### src/rtl/ldpc_r2c_pkg.sv
// Shared types and default sizes for the LDPC row-to-column transpose buffer.
package ldpc_r2c_pkg;
  localparam int DEF_DATA_W = 8;
  localparam int DEF_N_ROWS = 6;
  localparam int DEF_N_COLS = 7;

  typedef logic [DEF_DATA_W-1:0] llr_t;
  typedef logic                  bank_idx_t;
  typedef enum logic {R_IDLE = 1'b0, R_DRAIN = 1'b1} rd_state_e;
endpackage

### src/rtl/ldpc_r2c_bank.sv
// One transpose bank: N_ROWS x N_COLS LLR registers, row-wide write, column-wide read.
module ldpc_r2c_bank #(
  parameter int DATA_W = 8,
  parameter int N_ROWS = 6,
  parameter int N_COLS = 7,
  parameter int RW     = 3,
  parameter int CW     = 3
) (
  input  logic                     clk,
  input  logic                     we,
  input  logic [RW-1:0]            wr_row,
  input  logic [N_COLS*DATA_W-1:0] wr_data,
  input  logic [CW-1:0]            rd_col,
  output logic [N_ROWS*DATA_W-1:0] rd_data
);
  logic [DATA_W-1:0] mem [N_ROWS][N_COLS];

  always_ff @(posedge clk) begin
    if (we) begin
      for (int c = 0; c < N_COLS; c++) begin
        mem[wr_row][c] <= wr_data[c*DATA_W +: DATA_W];
      end
    end
  end

  always_comb begin
    rd_data = '0;
    for (int r = 0; r < N_ROWS; r++) begin
      rd_data[r*DATA_W +: DATA_W] = mem[r][rd_col];
    end
  end
endmodule

### src/rtl/ldpc_row_col_transpose.sv
// Ping-pong transpose buffer: rows in, columns out, one bank fills while the other drains.
// Optional frame marking (i_last / o_last / o_frame_err) enabled by LDPC_R2C_LAST_EN.
module ldpc_row_col_transpose
  import ldpc_r2c_pkg::*;
#(
  parameter int DATA_W = DEF_DATA_W,
  parameter int N_ROWS = DEF_N_ROWS,
  parameter int N_COLS = DEF_N_COLS
) (
  input  logic                     i_clock,
  input  logic                     i_reset,
  input  logic [N_COLS*DATA_W-1:0] i_data,
  input  logic                     i_valid,
`ifdef LDPC_R2C_LAST_EN
  input  logic                     i_last,
  output logic                     o_last,
  output logic                     o_frame_err,
`endif
  output logic                     o_ready,
  output logic [N_ROWS*DATA_W-1:0] o_data,
  output logic                     o_valid,
  input  logic                     i_ready
);
  localparam int RW = (N_ROWS > 1) ? $clog2(N_ROWS) : 1;
  localparam int CW = (N_COLS > 1) ? $clog2(N_COLS) : 1;
  localparam logic [RW-1:0] ROW_LAST = RW'(N_ROWS - 1);
  localparam logic [CW-1:0] COL_LAST = CW'(N_COLS - 1);

  bank_idx_t                wr_bank, rd_bank;
  logic [RW-1:0]            wr_row;
  logic [CW-1:0]            rd_col;
  logic [1:0]               bank_full, bank_full_nxt;
  rd_state_e                rd_state, rd_state_nxt;
  logic                     wr_fire, wr_last, rd_fire, rd_last;
  logic [N_ROWS*DATA_W-1:0] bank_rd [2];

  // o_ready is forced low while reset is held, independent of the flags
  assign o_ready = i_reset && !bank_full[wr_bank];
  assign wr_fire = i_valid && o_ready;
  assign wr_last = (wr_row == ROW_LAST);
  assign rd_fire = o_valid && i_ready;
  assign rd_last = (rd_col == COL_LAST);

  for (genvar b = 0; b < 2; b++) begin : g_bank
    ldpc_r2c_bank #(
      .DATA_W(DATA_W), .N_ROWS(N_ROWS), .N_COLS(N_COLS), .RW(RW), .CW(CW)
    ) u_bank (
      .clk     (i_clock),
      .we      (wr_fire && (wr_bank == bank_idx_t'(b))),
      .wr_row  (wr_row),
      .wr_data (i_data),
      .rd_col  (rd_col),
      .rd_data (bank_rd[b])
    );
  end

  // Completing one bank and releasing the other on the same edge both land
  always_comb begin
    bank_full_nxt = bank_full;
    if (wr_fire && wr_last) bank_full_nxt[wr_bank] = 1'b1;
    if (rd_fire && rd_last) bank_full_nxt[rd_bank] = 1'b0;
  end

  always_ff @(posedge i_clock) begin
    if (!i_reset) begin
      wr_bank   <= 1'b0;
      wr_row    <= '0;
      rd_bank   <= 1'b0;
      rd_col    <= '0;
      bank_full <= '0;
    end else begin
      bank_full <= bank_full_nxt;
      if (wr_fire) begin
        wr_row <= wr_last ? '0 : wr_row + 1'b1;
        if (wr_last) wr_bank <= ~wr_bank;
      end
      if (rd_fire) begin
        rd_col <= rd_last ? '0 : rd_col + 1'b1;
        if (rd_last) rd_bank <= ~rd_bank;
      end
    end
  end

  always_ff @(posedge i_clock) begin
    if (!i_reset) rd_state <= R_IDLE;
    else          rd_state <= rd_state_nxt;
  end

  always_comb begin
    rd_state_nxt = rd_state;
    case (rd_state)
      R_IDLE:  if (bank_full[rd_bank]) rd_state_nxt = R_DRAIN;
      R_DRAIN: if (rd_fire && rd_last) rd_state_nxt = R_IDLE;
      default: rd_state_nxt = R_IDLE;
    endcase
  end

  always_comb begin
    o_valid = bank_full[rd_bank];
    o_data  = o_valid ? bank_rd[rd_bank] : '0;
  end

`ifdef LDPC_R2C_LAST_EN
  logic frame_err;

  always_ff @(posedge i_clock) begin
    if (!i_reset)                           frame_err <= 1'b0;
    else if (wr_fire && (i_last != wr_last)) frame_err <= 1'b1;
  end

  assign o_frame_err = frame_err;
  assign o_last      = o_valid && rd_last;
`endif
endmodule

### config.mk
export PLATFORM = sky130hd
export DESIGN_NAME = ldpc_row_col_transpose
export DESIGN_NICKNAME = d
export VERILOG_FILES = /design/src/rtl/ldpc_r2c_pkg.sv /design/src/rtl/ldpc_r2c_bank.sv /design/src/rtl/ldpc_row_col_transpose.sv
export SDC_FILE = /design/constraint.sdc
export NUM_CORES = 1
export LEC_CHECK = 0
export ABC_AREA = 1
export CAP_MARGIN = 20
export CORE_ASPECT_RATIO = 0.8
export CORE_UTILIZATION = 60
export DETAILED_ROUTE_END_ITERATION = 8
export PLACE_DENSITY_LB_ADDON = 0.25
export SYNTH_ARGS = -nofsm -noshare
export SYNTH_HDL_FRONTEND = slang
export SYNTH_SLANG_ARGS = --single-unit
export TNS_END_PERCENT = 30
### constraint.sdc
create_clock -name i_clock -period 5.15 [get_ports i_clock]
set_clock_uncertainty 0.2 [all_clocks]
set_input_delay 1.03 -clock i_clock [delete_from_list [all_inputs] [get_ports i_clock]]
set_output_delay 1.03 -clock i_clock [all_outputs]
set_load 0.005 [all_outputs]
After elaboration in Yosys (flattened, before gate mapping)
Memory sizes are Yosys's and may differ from the RTL's.
Index checks and enable logic that the tools add are counted.
{ "word_totals": {"mem_bits_rw": 672, "input_bits": 60, "mem_count": 2, "reg_bits": 10} }
{ "mem_list": {"columns": ["memory", "depth", "width", "read_ports", "rd_ports_with_merged_regs", "write_ports", "line_no", "text"], "rows": [
  ["g_bank[0].u_bank.mem", 6, 56, 6, 0, 1, "ldpc_r2c_bank.sv:16", "logic [DATA_W-1:0] mem [N_ROWS][N_COLS];"],
  ["g_bank[1].u_bank.mem", 6, 56, 6, 0, 1, "ldpc_r2c_bank.sv:16", null]
]} }
{ "classes": {"reduce_logical": 12, "n_eq_ne": 2, "mux": 56, "bitwise": 7, "addsub": 2, "order_cmp": 6} }
{ "op_table": {"columns": ["cell", "count"], "rows": [
  ["$bmux 8 s3", 12],
  ["$mux 48", 4],
  ["$mux 8", 24],
  ["$mux 1", 10],
  ["$logic_and 1x1->1", 9],
  ["$add 3x1->3 const B", 2],
  ["$eq 3x3->1 const B", 2],
  ["$mux 3", 2],
  ["$ge 4x4->1 const B", 1],
  ["$lt 1x2->1 const B", 2],
  ["$mux 2", 2],
  ["$not 3->4", 1],
  ["$reduce_and 2->1", 2],
  ["$and 2x2->2", 1],
  ["$demux 1 s1", 2],
  ["$ge 1x1->1 const B", 2],
  ["$ge 2x2->1 const B", 1],
  ["$not 1->1", 2],
  ["$not 1->2", 1],
  ["$not 2->2", 1],
  ["$or 2x2->2", 1],
  ["$logic_not 1->1", 1]
]} }

Longest topological paths before layout
Gate-level depths: netlist of run 1.
{ "logic_depth": {"depth_word": 9, "mapped_depth": 11, "mapped_depth_nobuf": 9} }

By module
Synthesis of run 1 repeated with hierarchy kept, for this count alone.
{ "hier_totals": {"cells_unflattened": 3178, "hier_area_um2": 30379.1} }
{ "modules_own_cells": {"columns": ["module", "n_inst", "cells_each", "area_each_um2"], "rows": [
  ["ldpc_r2c_bank", 2, 1423, 14422.6],
  ["ldpc_row_col_transpose", 1, 332, 1534.0]
]} }

Least setup slack after synthesis of run 1
No wires, ideal clock.
{ "synth_timing": {"path_type": "input-to-reg", "from": "in i_reset", "to": "mem g_bank[0].u_bank.mem[0][0] (netlist name), enable pin", "n_path_buf": 0, "t_required_ns": 4.480, "arrival_time_ns": 4.070, "setup_time_ns": 0.470, "setup_slack_ns": 0.410, "path_stages": 6, "path_cell_list": "o21ai_0 > nor2_1 > nand2_1 > inv_1 > nand2_1 > nor2_1"} }
{ "synth_between": {"elab_chain_len": 5} }
{ "synth_rtl": {"columns": ["element", "line_no", "text"], "rows": [
  ["start: declaration", "ldpc_row_col_transpose.sv:11", "input logic i_reset,"],
  ["$logic_and 1x1->1", "ldpc_row_col_transpose.sv:38", "assign o_ready = i_reset && !bank_full[wr_bank];"],
  ["via o_ready", "ldpc_row_col_transpose.sv:19", "output logic o_ready,"],
  ["$logic_and 1x1->1", "ldpc_row_col_transpose.sv:39", "assign wr_fire = i_valid && o_ready;"],
  ["$logic_and 1x1->1", "ldpc_row_col_transpose.sv:49", ".we (wr_fire && (wr_bank == bank_idx_t'(b))),"],
  ["$mux 1", "ldpc_r2c_bank.sv:19", "if (we) begin"],
  ["$mux 1 (not written as such)", "ldpc_r2c_bank.sv:21", "mem[wr_row][c] <= wr_data[c*DATA_W +: DATA_W];"],
  ["end: declaration", "ldpc_r2c_bank.sv:16", null]
]} }
The timed path passes the listed nets, and every way through them passes these cells.

Worst setup path after layout of run 1
{ "layout_timing": {"from": "reg rd_col[0]", "to": "out o_data[39]"} }
{ "layout_between": {"elab_chain_len": 8, "word_cells_on_any_way": 11, "classes_between": "mux (10); bitwise (1)"} }
{ "layout_rtl": {"columns": ["element", "line_no", "text"], "rows": [
  ["start: declaration", "ldpc_row_col_transpose.sv:31", "logic [CW-1:0] rd_col;"],
  ["start signal: assignment", "ldpc_row_col_transpose.sv:78", "rd_col <= rd_last ? '0 : rd_col + 1'b1;"],
  ["$not 3->4 (not written as such) *", "ldpc_r2c_bank.sv:29", "rd_data[r*DATA_W +: DATA_W] = mem[r][rd_col];"],
  ["$bmux 8 s3", "ldpc_r2c_bank.sv:29", null],
  ["$mux 8 (not written as such) (2 in a row)", "ldpc_r2c_bank.sv:29", null],
  ["$mux 48 (not written as such) * (3 in a row)", "ldpc_row_col_transpose.sv:100", "o_data = o_valid ? bank_rd[rd_bank] : '0;"],
  ["$mux 48 *", "ldpc_row_col_transpose.sv:100", null],
  ["end: declaration", "ldpc_row_col_transpose.sv:20", "output logic [N_ROWS*DATA_W-1:0] o_data,"]
]} }
Mark *: on every way between the ends. The rest lies on a longest branch, timed or not. The select of a mux whose other input is x is not followed.

==> run_results.csv, run 1 <==
group,metric,value,unit
outcome,outcome,"finished clean",
timing,hold_viol,0,
min_path,timing.hold.worst.class,"register to register",
routing,routed_length_per_placed_instance,22.4,microns
final_layout,fill_cells,3164,
timing,max_slew.worst_pin.slew,909,ps
final_layout,multi_input_area,0.00620,sq mm
clock_tree,clkSlewWorstSetupHoldPaths,60,ps
logic_synthesis,postSynthRegisterBits,682,
timing,layout_min_cycle_time,4880,ps
setup_path,critPathRequiredTime,3920,ps
global_routing,maximum_number_of_pins_on_one_net_before_global_route_repair,109,
pwr,seq_power_share,0.549,
setup_path,worst_r2r_path_depth,8,
setup_path,timing.reg2reg.setup_slack,2100,ps
clock_tree,clk_root_buffer_cell,"sky130_fd_sc_hd__clkbuf_16",
pwr,cell_internal_pwr,9.03,mW
setup_path,critPathLaunchType,"register",
min_path,hold_path_startpoint,"bank_full[1]",
routing,route.detailed.drc,0,
routing,postRouteWirelength,72300,microns
logic_synthesis,postSynthCellCount,2472,
setup_path,crit_arrival,3650,ps
logic_synthesis,synth-warning-count,0,
setup_path,worst_r2r_startpoint,"bank_full[0]",
logic_synthesis,synth_area_per_cell,11.2,sq um
global_routing,grt_first_pass_wirelength,108000,microns
pwr,power.net_switching,2.14,mW
flow_run,maxCapViolCount,0,
final_layout,final_cell_count_no_fill,3231,
pwr,switching_power_share_of_the_total,0.192,
clock_tree,cts_tree,"built",
die,number_of_top_level_pins,110,
clock_tree,cts-root-to-sink-buffers,3,
pwr,power-per-cell-area,352,mW/mm^2
die,start_util,0.608,
timing,worst_hold_margin,275,ps
clock_tree,cts_buffers,67,
clock_tree,clock_sink_count,682,
min_path,hold_path_endpoint,"bank_full[1]",
routing,post_drt_via_cell_ratio,5.74,
timing,grt_setup_unrepaired,"no",
final_layout,area_growth_syn_to_layout,14.6,%
die,die_area,0.0471,sq mm
logic_synthesis,yosysSeqAreaShare,0.735,
routing,drtAntennaViolNets,0,
setup_path,critical_path.endpoint_type,"output pin",
clock_tree,insertion_delay,600,ps
die,row_count,70,
logic_synthesis,mappedNetlistNets,2532,
clock_tree,post_cts_resize_count,0,
final_layout,post-route-cell-area,0.0318,sq mm
routing,detail_route.iter0.violations,1911,
setup_path,critPathMaxFanout,61,
timing,relSlewSlack,0.394,
min_path,hold_depth,2,
logic_synthesis,yosys.cell_types.count,24,
final_layout,utilization,0.696,
clock_tree,cts_max_level,3,
clock_tree,cts.repair_timing.setup_buffer_count,0,
global_routing,globalRouteTotalUtil,0.313,
final_layout,drive_above_1_share,0.0615,
placement,place_congestion,0.860,
global_routing,grt_pass1_vias,18288,
logic_synthesis,mappedNetlistArea,0.0277,sq mm
final_layout,layout.nets,2629,
timing,achievable-frequency,205,MHz
timing,setup_tns,0,ps
die,placeableCoreArea,0.0456,sq mm
placement,detailedPlacementHpwl,41500,microns
timing,maxSlewViolCount,0,
timing,setup_viol_count_final,0,
global_routing,grt_overflow_total,0,
placement,io_buffer_count,109,
pwr,clock_power_share,0.433,
final_layout,seq_area,0.0204,sq mm
pwr,p_comb_frac,0.018,
timing,period_share,0.947,
final_layout,num_antenna_cells,0,
global_routing,antenna_violations_before_repair,1,
routing,drt_pass1_iterations,5,
pwr,leakagePower,11.9,nW
placement,dp_cells,3112,
setup_path,worstSetupPathType,"register to output pin",
placement,place_area,0.0296,sq mm
pwr,irDropWorstVdd,0.290,mV
setup_path,r2r_end,"g_bank[0].u_bank.mem[4][24]",
clock_tree,cts_hold_buf,0,
routing,dr_total_vias,18561,
die,die_w,242,microns
die,fp.dieH,194,microns
==> per-stage QoR <==
stage | setup WS (ps) | power (mW)
detailed placement | 921 | 6.45
global route | 136 | 11.4
global placement | 864 | 6.45
CTS | 307 | 11.2
floorplan | 410 | 6.29
finish | 271 | 11.2
==> sequential cells by signal (all words and copies together) (netlist names) <==
register,cells
g_bank.u_bank.mem,672
rd_col,3
wr_row,3
bank_full,2
rd_bank,1
wr_bank,1
==> metal layers <==
metal | track usage | routed length, microns | share of wire | vias up
met5 | 0 | 8 | 0.00011 | -
met4 | 0.175 | 4150 | 0.057 | 2
met3 | 0.0487 | 6240 | 0.086 | 202
met2 | 0.505 | 34400 | 0.48 | 970
met1 | 0.409 | 27500 | 0.38 | 8913
li1 | - | - | - | 8474
==> worst max-delay path, stage by stage (launching register included) <==
cell                              delay (ps)
sky130_fd_sc_hd__dfxtp_4                 850
sky130_fd_sc_hd__buf_4                   690
sky130_fd_sc_hd__nor2_1                  110
sky130_fd_sc_hd__nor3_1                  200
sky130_fd_sc_hd__nor2_1                   60
sky130_fd_sc_hd__nand2_1                  60
sky130_fd_sc_hd__nand2_1                  40
sky130_fd_sc_hd__nor2_1                  440
sky130_fd_sc_hd__clkdlybuf4s50_1         600
==> how the worst max path moves through the flow <==
stage | from | cells past startpoint | slack, ps | endpoint
2_1_floorplan | i_reset | 6 | 410 | g_bank[0].u_bank.mem[0][0]
3_3_place_gp | rd_col[0] | 8 | 860 | o_data[47]
3_5_place_dp | rd_col[0] | 8 | 920 | o_data[47]
4_1_cts | rd_col[0] | 8 | 310 | o_data[47]
5_1_grt | rd_col[0] | 8 | 140 | o_data[39]
6_report | rd_col[0] | 8 | 270 | o_data[39]
==> area by class of cell <==
| class | count | share of cell area |
|---|---|---|
| Multi-Input combinational cell | 1482 | 0.195 |
| Tap cell | 612 | 0.0241 |
| Inverter | 185 | 0.0220 |
| Timing Repair Buffer | 151 | 0.0486 |
| Sequential cell | 682 | 0.642 |
| Clock buffer | 89 | 0.0600 |
| Clock inverter | 30 | 0.00819 |
==> placed cells by master (no fill, tap or decap), types with 2 or more instances in the layout <==
cell / instances
sky130_fd_sc_hd__edfxtp_1: 672
sky130_fd_sc_hd__nand2_1: 579
sky130_fd_sc_hd__nor2_1: 501
sky130_fd_sc_hd__inv_1: 179
sky130_fd_sc_hd__nand3_1: 122
sky130_fd_sc_hd__clkdlybuf4s50_1: 109
sky130_fd_sc_hd__a21oi_1: 96
sky130_fd_sc_hd__o21ai_0: 75
sky130_fd_sc_hd__clkbuf_16: 73
sky130_fd_sc_hd__nor3_1: 66
sky130_fd_sc_hd__buf_4: 31
sky130_fd_sc_hd__clkinv_1: 17
sky130_fd_sc_hd__nand4_1: 14
sky130_fd_sc_hd__clkbuf_1: 14
sky130_fd_sc_hd__nor2_4: 12
sky130_fd_sc_hd__buf_12: 11
sky130_fd_sc_hd__clkinv_2: 7
sky130_fd_sc_hd__or2_2: 6
sky130_fd_sc_hd__dfxtp_1: 6
sky130_fd_sc_hd__inv_2: 5
sky130_fd_sc_hd__bufinv_16: 5
sky130_fd_sc_hd__o211ai_1: 3
sky130_fd_sc_hd__a211oi_1: 2
sky130_fd_sc_hd__nand2_2: 2
sky130_fd_sc_hd__clkbuf_8: 2
sky130_fd_sc_hd__dfxtp_2: 2
sky130_fd_sc_hd__dfxtp_4: 2
==> power groups by stage <==
stage                     Clock [mW]  Sequential (mW)  Combinational, mW
final                           4.84             6.14              0.198
after global routing            5.09             6.14              0.208
after CTS                       4.88             6.14              0.195
after detailed placement           0             6.26              0.195
after global placement             0             6.26              0.189
after floorplan                    0             6.26             0.0308
==> cells in the mapped netlist (all sizes together) <==
master	count	share of area
clkbuf	36	0.0049
nor3	66	0.012
a21oi	96	0.017
nand3	122	0.022
buf	87	0.015
nor2	513	0.070
or2	6	0.0014
a31oi	1	0.00023
o21ai	76	0.014
dfxtp	10	0.0072
nand3b	1	0.00027
o211ai	3	0.00081
inv	185	0.025
edfxtp	672	0.73
xor2	1	0.00032
nand4	14	0.0032
nand2	581	0.079
a211oi	2	0.00054
==> kinds of logic after synthesis <==
kind of cell    share of synthesized area
xor+xnor                         0.000316
flops                               0.735
buf+inv                            0.0448
compound gates                     0.0328
simple gates                        0.187
Note: power is estimated with default switching activity, not from simulation.
==> run 2: changes to the inputs <==
PLACE_DENSITY = 0.89   (was default)
PLACE_DENSITY_LB_ADDON = default   (was 0.25)
==> run 2 against run 1 <==
Compared with the run above: non-clock buffer count did not move; hold slack gained 39 ps; global-route usage increased by 1.9 points; die area unchanged; critical path depth is 1 higher; wire length rose by 8.1%; sequential share of layout area is 0.51 points higher; clock-buffer cell count down 4; power shrank 4.0%; critical endpoint unchanged; final area down 0.81%; first-iteration DRC count rose by 66%; clock power shrank 9.7%; critical path type unchanged.
==> run_results.csv, run 2 (same netlist as run 1, synthesis figures left out) <==
group,metric,value,unit
outcome,outcome,"finished clean",
final_layout,utilization,0.691,
clock_tree,cts_hold_buf,0,
global_routing,antenna_violations_before_repair,1,
routing,postRouteWirelength,78100,microns
routing,detail_route.iter0.violations,3166,
routing,route.detailed.drc,0,
die,row_count,70,
clock_tree,cts_buffers,59,
timing,grt_setup_unrepaired,"no",
placement,pre_cts_slack,1090,ps
final_layout,layout_common_cells,"sky130_fd_sc_hd__edfxtp_1, sky130_fd_sc_hd__nand2_1, sky130_fd_sc_hd__nor2_1",
clock_tree,cts-root-to-sink-buffers,3,
setup_path,worstSetupPathType,"register to output pin",
clock_tree,cts_tree,"built",
routing,routed_length_per_placed_instance,24.2,microns
clock_tree,post_cts_resize_count,0,
clock_tree,insertion_delay,600,ps
global_routing,globalRouteTotalUtil,0.331,
placement,place_area,0.0296,sq mm
global_routing,grt_pass1_vias,19523,
routing,drt_pass1_iterations,6,
setup_path,critPathLaunchType,"register",
timing,max_slew.worst_pin.slew,1000,ps
placement,place_congestion,0.909,
clock_tree,cts.repair_timing.setup_buffer_count,0,
timing,maxSlewViolCount,0,
timing,setup_tns,0,ps
placement,detailedPlacementHpwl,43800,microns
die,fp.dieH,194,microns
min_path,timing.hold.worst.class,"register to register",
die,placeableCoreArea,0.0456,sq mm
final_layout,post-route-cell-area,0.0315,sq mm
routing,dr_total_vias,19822,
setup_path,critPathMaxFanout,60,
final_layout,num_antenna_cells,0,
timing,worst_hold_margin,314,ps
placement,dp_cells,3112,
die,die_area,0.0471,sq mm
final_layout,largest-register,"g_bank.u_bank.mem",
placement,io_buffer_count,109,
setup_path,critPathRequiredTime,3920,ps
pwr,power,10.7,mW
timing,achievable-frequency,205,MHz
setup_path,timing.reg2reg.setup_slack,2080,ps
final_layout,final_cell_count_no_fill,3221,
final_layout,largest_register_ffs,672,
timing,period_share,0.946,
timing,relSlewSlack,0.332,
flow_run,maxCapViolCount,0,
die,number_of_top_level_pins,110,
global_routing,maximum_number_of_pins_on_one_net_before_global_route_repair,154,
final_layout,drive_above_1_share,0.0617,
clock_tree,clk_root_buffer_cell,"sky130_fd_sc_hd__clkbuf_16",
routing,drtAntennaViolNets,0,
final_layout,area_growth_syn_to_layout,13.6,%
die,die_w,242,microns
pwr,irDropWorstVdd,0.315,mV
final_layout,reg.largest.list,"g_bank.u_bank.mem: 672 flops, rd_col: 3 flops, wr_row: 3 flops",
routing,post_drt_via_cell_ratio,6.15,
timing,hold_viol,0,
final_layout,most_common_cell_after_layout_fill_and_taps_aside,"sky130_fd_sc_hd__edfxtp_1",
pwr,leakagePower,11.8,nW
timing,fin_ws,278,ps
setup_path,critical_path.endpoint_type,"output pin",
global_routing,grt_first_pass_wirelength,116000,microns
clock_tree,clkSlewWorstSetupHoldPaths,70,ps
pwr,power-per-cell-area,340,mW/mm^2
clock_tree,cts_max_level,2,
timing,layout_min_cycle_time,4870,ps
global_routing,grt_overflow_total,0,
setup_path,crit_arrival,3640,ps
timing,setup_viol_count_final,0,
clock_tree,clock_sink_count,682,
die,start_util,0.608,
final_layout,layout.nets,2621,
[run 2: cell types whose count changed in the layout (fill, tap and decap cells not counted), sizes merged]
| cell | previous run | this run |
|---|---|---|
| clkinvlp | 0 | 1 |
| clkinv | 24 | 20 |
| bufinv | 5 | 3 |
| clkbuf | 89 | 85 |
| inv | 186 | 185 |
[run 2: layer usage]
layer	vias to the layer above	wire length, microns	GRT usage
li1	8450	-	-
met2	1780	36500	0.525
met3	344	11400	0.0822
met4	2	4580	0.183
met1	9246	25500	0.422
met5	-	13	0
[run 2: layout make-up]
| type | count | area [sq um] |
|---|---|---|
| fill | 2900 | 14100 |
| clock buffer | 85 | 1700 |
| sequential | 682 | 20400 |
| timing repair buffer | 151 | 1570 |
| inverter | 185 | 699 |
| clock inverter | 24 | 191 |
| multi-input combinational | 1482 | 6200 |
| tap | 612 | 766 |
[run 2: power by group]
part           leakage (nW)  internal (mW)  total (mW)  switching, mW
combinational          4.74         0.0519       0.216          0.164
clock                 0.937           2.43        4.37           1.94
sequential             6.14           6.13        6.14         0.0100
[run 2: worst max-delay path, stage by stage (launching register included)]
cell and delay [ps]:
sky130_fd_sc_hd__dfxtp_4 450, sky130_fd_sc_hd__inv_6 330, sky130_fd_sc_hd__buf_4 610, sky130_fd_sc_hd__nor2_1 100, sky130_fd_sc_hd__nor3_1 200, sky130_fd_sc_hd__nor2_1 60, sky130_fd_sc_hd__nand2_1 80, sky130_fd_sc_hd__nand2_1 50
sky130_fd_sc_hd__nor2_1 470, sky130_fd_sc_hd__clkdlybuf4s50_1 620
[run 2: path summary, 6_finish.rpt]
| check | start | endpoint | cells after the start |
|---|---|---|---|
| hold reg to reg | bank_full[1] | bank_full[1] | 2 |
| hold / removal | bank_full[1] | bank_full[1] | 2 |
| setup / recovery | rd_col[0] | o_data[39] | 9 |
| setup reg to reg | wr_bank | g_bank[0].u_bank.mem[3][18] | 8 |
